[src/rtl/bin_to_bcd.sv]
// Iterative double-dabble binary-to-BCD converter for the HEX display digits.
// Define BIN_TO_BCD_SATURATE_EN to force all-nines on overflow instead of the modulo result.
module bin_to_bcd #(
  parameter int WIDTH  = 14,
  parameter int DIGITS = 4
) (
  input  logic                  clk,
  input  logic                  rst,
  input  logic                  start,
  input  logic [WIDTH-1:0]      bin,
  output logic                  busy,
  output logic                  done,
  output logic [4*DIGITS-1:0]   bcd,
  output logic                  overflow
);

  localparam int BCD_W = 4 * DIGITS;
  localparam int CNT_W = $clog2(WIDTH + 1);

  function automatic int unsigned max_in_range(input int d);
    int unsigned p;
    p = 1;
    for (int i = 0; i < d; i++) p = p * 10;
    return p - 1;
  endfunction

  localparam int unsigned   MAX_VAL  = max_in_range(DIGITS);
  localparam logic [CNT_W-1:0] CNT_LOAD = CNT_W'(WIDTH);

  function automatic logic [BCD_W-1:0] add3(input logic [BCD_W-1:0] s);
    logic [BCD_W-1:0] r;
    r = s;
    for (int i = 0; i < DIGITS; i++)
      if (s[4*i +: 4] >= 4'd5) r[4*i +: 4] = s[4*i +: 4] + 4'd3;
    return r;
  endfunction

`ifdef BIN_TO_BCD_SATURATE_EN
  function automatic logic [BCD_W-1:0] sat_digits(input logic [BCD_W-1:0] s, input logic ovf);
    return ovf ? {DIGITS{4'h9}} : s;
  endfunction
`endif

  typedef enum logic [1:0] {IDLE, SHIFT, FINISH} state_t;

  state_t            state;
  logic [CNT_W-1:0]  cnt;
  logic [WIDTH-1:0]  bin_sr;
  logic [BCD_W-1:0]  scratch;
  logic [BCD_W-1:0]  adj;
  logic              ovf_cap;

  assign adj = add3(scratch);

  // Datapath: no reset needed, always loaded on accept before use
  always_ff @(posedge clk) begin
    if (state == IDLE && start) begin
      bin_sr  <= bin;
      scratch <= '0;
      ovf_cap <= (32'(bin) > MAX_VAL);
    end else if (state == SHIFT) begin
      scratch <= {adj[BCD_W-2:0], bin_sr[WIDTH-1]};
      bin_sr  <= bin_sr << 1;
    end
  end

  always_ff @(posedge clk or negedge rst) begin
    if (!rst) begin
      state    <= IDLE;
      cnt      <= '0;
      busy     <= 1'b0;
      done     <= 1'b0;
      bcd      <= '0;
      overflow <= 1'b0;
    end else begin
      done <= 1'b0;
      case (state)
        IDLE: begin
          if (start) begin
            state <= SHIFT;
            cnt   <= CNT_LOAD;
            busy  <= 1'b1;
          end
        end
        SHIFT: begin
          if (cnt != '0) cnt <= cnt - CNT_W'(1);
          // Last iteration happens on the edge that takes the counter from 1 to 0
          if (cnt <= CNT_W'(1)) state <= FINISH;
        end
        FINISH: begin
          state    <= IDLE;
          busy     <= 1'b0;
          done     <= 1'b1;
          overflow <= ovf_cap;
`ifdef BIN_TO_BCD_SATURATE_EN
          bcd      <= sat_digits(scratch, ovf_cap);
`else
          bcd      <= scratch;
`endif
        end
        default: state <= IDLE;
      endcase
    end
  end

endmodule

[config.mk]
export PLATFORM = sky130hd
export DESIGN_NAME = bin_to_bcd
export DESIGN_NICKNAME = d
export VERILOG_FILES = /design/src/rtl/bin_to_bcd.sv
export SDC_FILE = /design/constraint.sdc
export NUM_CORES = 1
export LEC_CHECK = 0
export ABC_AREA = 1
export BUFFER_PORTS_ARGS = -buffer_cell sky130_fd_sc_hd__buf_2
export CORE_UTILIZATION = 40
export CTS_BUF_LIST = sky130_fd_sc_hd__clkbuf_16
export DETAILED_ROUTE_END_ITERATION = 8
export GPL_TIMING_DRIVEN = 0
export SLEW_MARGIN = 20
export SYNTH_ARGS = -nofsm -noshare
export SYNTH_HDL_FRONTEND = slang
export SYNTH_SLANG_ARGS = --single-unit
[constraint.sdc]
create_clock -name clk -period 3.5 [get_ports clk]
set_clock_uncertainty 0.05 [all_clocks]
set_input_delay 1.05 -clock clk [delete_from_list [all_inputs] [get_ports clk]]
set_output_delay 1.05 -clock clk [all_outputs]
set_load 0.005 [all_outputs]
==> impl_metrics.py <==
metrics = {
    "sta": {
        "final_min_period_over_clock_period_pct": 54.8,
        "max_freq_mhz": 521,
        "report.final.slew_viol_count": 0,
        "slew-limit-headroom_pct": 60.7,
        "final_setup_viols": 0,
        "clock_period_minus_final_worst_setup_slack_ns": 1.92,
        "timing_hold_violations_final": 0,
        "setup_total_negative_slack_ns": 0,
        "max_slew.worst_pin.slew_ns": 0.590,
        "setup_repair_after_global_routing_missed_its_margin": "no",
    },
    "finish": {
        "mostFrequentLayoutCell": "sky130_fd_sc_hd__nand2_1",
        "finalNonFillerCells": 440,
        "insertedDiodeCount": 0,
        "layout.cells.most_common_list": "sky130_fd_sc_hd__nand2_1 (130), sky130_fd_sc_hd__buf_2 (36), sky130_fd_sc_hd__nand3_1 (33)",
        "regArea_um2": 1400,
        "multi_input_comb_area_um2": 1150,
        "num-nets-final": 390,
        "final.fill_count": 639,
        "fraction_of_layout_instances_using_a_drive_strength_above_1_pct": 23.7,
        "syn_to_final_growth_pct": 14.9,
    },
    "synth": {
        "synth_seq_cells": 56,
        "synth.cell_area_um2": 2750,
        "syn_area_per_cell_um2": 8.58,
        "synthesis.instances": 320,
        "synth-seq-area-share_pct": 50.8,
        "yosys.cell_types.count": 22,
        "synth_fp_nets": 348,
        "synthesis.yosys.warnings": 0,
    },
    "drt": {
        "via_count": 2133,
        "routed_wl_um": 5430,
        "avg_vias_per_cell": 4.85,
        "drt_iter0_markers": 108,
        "final_antenna_net_count": 0,
        "wire_per_inst_um": 12.3,
        "drt_first_pass_iters": 8,
        "drcViolationCount": 3,
    },
    "clock_tree": {
        "tritoncts_num_sinks": 56,
        "hold_buffers": 0,
        "clkSlewWorstSetupHoldPaths_ns": 0.07,
        "tritoncts_clock_tree": "built",
        "clkLatencyLatePin_ns": 0.29,
        "cts.repair_timing.setup_buffer_count": 0,
        "post_cts_resized": 0,
        "clock_path_buffers": 2,
        "htree_num_levels": 2,
        "cts_root_buffer": "sky130_fd_sc_hd__clkbuf_16",
        "cts_inserted_buffers": 5,
    },
    "worst_setup_path": {
        "crit_family": "flip-flops",
        "critical_path.max_stage_delay_ns": 0.39,
        "worstPathArrival_ns": 0.82,
        "worst_ep_required_time_ns": 2.40,
        "worst_setup_path_start_kind": "flop",
        "end_kind": "primary output",
        "critPathBufInv": 1,
        "cpMaxStageDelayCell": "sky130_fd_sc_hd__dfrtp_1",
        "critPathKind": "flop to primary output",
        "timing.critical_path.cells": "buf_2",
        "largest_driver_fanout_on_the_critical_path": 2,
    },
    "power_and_ir_drop": {
        "power_frac_seq_pct": 40.9,
        "clock_power_share_pct": 16.8,
        "leakage_nw": 1.62,
        "power_report.internal_total_mw": 1.74,
        "worst_ir_drop_vdd_mv": 0.369,
        "comb_power_share_pct": 42.2,
        "sw_frac_of_total_pct": 39.6,
        "power.net_switching_mw": 1.14,
        "power.density_nw_per_um2": 915,
    },
    "place": {
        "detailedPlacementHpwl_um": 3920,
        "place_congestion": 0.756,
        "post-place-cells": 432,
        "port_buffers": 35,
    },
    "status": {
        "status": "finished, violations left",
        "violations_in_the_final_reports": "DRC",
    },
    "global_routing": {
        "grt_max_degree": 26,
        "grt_usage_pct": 16.8,
        "grt-ovfl-total": 0,
        "global_route_wire_length_before_repair_um": 9470,
        "antenna_found_initial": 0,
        "first_global_vias": 2079,
    },
    "worst_hold_path": {
        "hp-class": "flop to flop",
    },
    "die": {
        "rows": 29,
        "die_area_um2": 7200,
        "fp.dieW_um": 84.9,
        "core-area_um2": 6490,
        "design.portCount": 36,
        "initial_utilization_pct": 42.3,
        "die-height_um": 84.9,
    },
    "run": {
        "max_cap_viol_count": 0,
    },
}
## metal layers
metal	share of wire [%]	GRT usage [%]
met5	0	0
met4	1.2	4.16
met3	3.8	3.21
met2	49	29.8
met1	46	21.1
## sequential cells by signal, indices dropped and copies added (netlist names)
signal / count
bin_sr: 14
busy: 1
cnt: 4
ovf_cap: 1
bcd: 16
state: 2
scratch: 16
done: 1
overflow: 1
## final cells by class
cell class / instances / share of cell area (%)
Sequential cell: 56 / 44.2
Inverter: 30 / 3.57
Clock inverter: 3 / 0.436
Multi-Input combinational cell: 225 / 36.4
Clock buffer: 5 / 3.96
Timing Repair Buffer: 35 / 5.55
Tap cell: 77 / 3.05
Buffer: 9 / 2.77
## power groups by stage
stage	clock network (mW)	registers [mW]	logic, mW
2_1_floorplan	0	1.17	0.913
3_3_place_gp	0	1.19	1.21
3_5_place_dp	0	1.19	1.24
4_1_cts	0.500	1.18	1.24
5_1_grt	0.524	1.22	1.43
6_report	0.486	1.18	1.22
## path summary, 6_finish.rpt
kind                                  from    endpoint  slack (ns)  cells after the start
worst max register to register    state[0]  scratch[4]        2.06                      8
worst min-delay path            scratch[1]  scratch[1]        0.40                      2
worst min register to register  scratch[1]  scratch[1]        0.40                      2
max in group asynchronous              rst      bcd[9]        2.31                      1
min in group asynchronous              rst        busy        0.70                      1
worst max-delay path               bcd[11]     bcd[11]        1.58                      1
## cells in the mapped netlist
| library cell | instances | area share, % |
|---|---|---|
| sky130_fd_sc_hd__nand2_1 | 130 | 18 |
| sky130_fd_sc_hd__nand3_1 | 33 | 6.0 |
| sky130_fd_sc_hd__dfrtp_1 | 25 | 23 |
| sky130_fd_sc_hd__inv_1 | 24 | 3.3 |
| sky130_fd_sc_hd__dfxtp_1 | 16 | 12 |
| sky130_fd_sc_hd__edfxtp_1 | 15 | 16 |
| sky130_fd_sc_hd__nand2_2 | 13 | 3.0 |
| sky130_fd_sc_hd__o21ai_2 | 12 | 3.8 |
| sky130_fd_sc_hd__ha_1 | 11 | 5.0 |
| sky130_fd_sc_hd__nor2_1 | 7 | 0.96 |
| sky130_fd_sc_hd__o21ai_0 | 7 | 1.3 |
| sky130_fd_sc_hd__buf_6 | 6 | 2.5 |
| sky130_fd_sc_hd__inv_2 | 6 | 0.82 |
| sky130_fd_sc_hd__a21oi_1 | 5 | 0.91 |
| sky130_fd_sc_hd__buf_4 | 2 | 0.55 |
| sky130_fd_sc_hd__nand2_4 | 2 | 0.82 |
| sky130_fd_sc_hd__a21o_1 | 1 | 0.27 |
| sky130_fd_sc_hd__buf_2 | 1 | 0.18 |
| sky130_fd_sc_hd__nand3_4 | 1 | 0.64 |
| sky130_fd_sc_hd__nor2_4 | 1 | 0.41 |
| sky130_fd_sc_hd__nor2_8 | 1 | 0.73 |
| sky130_fd_sc_hd__o211ai_1 | 1 | 0.27 |
## cell families (layout without fill, tap and decap cells)
logic type,Yosys count,in the layout,share of synthesized area (%)
simple gates,188,188,30.3
flops,56,56,50.8
buf+inv,39,82,7.29
compound gates,26,26,6.56
fa+ha+maj,11,11,5.01
## stage by stage
step           area [µm²]  worst slack [ns]  power [mW]  util (%)  hold slack (ns)
2_1_floorplan        2750              1.70        2.09         -            0.372
3_3_place_gp         3020              1.48        2.40      46.5            0.388
3_5_place_dp         3020              1.46        2.43      46.5            0.390
4_1_cts              3160              1.57        2.93      48.6            0.404
5_1_grt              3160              1.56        3.17      48.6            0.421
6_report             3160              1.58        2.89      48.6            0.400
(Power assumes the default switching activity.)
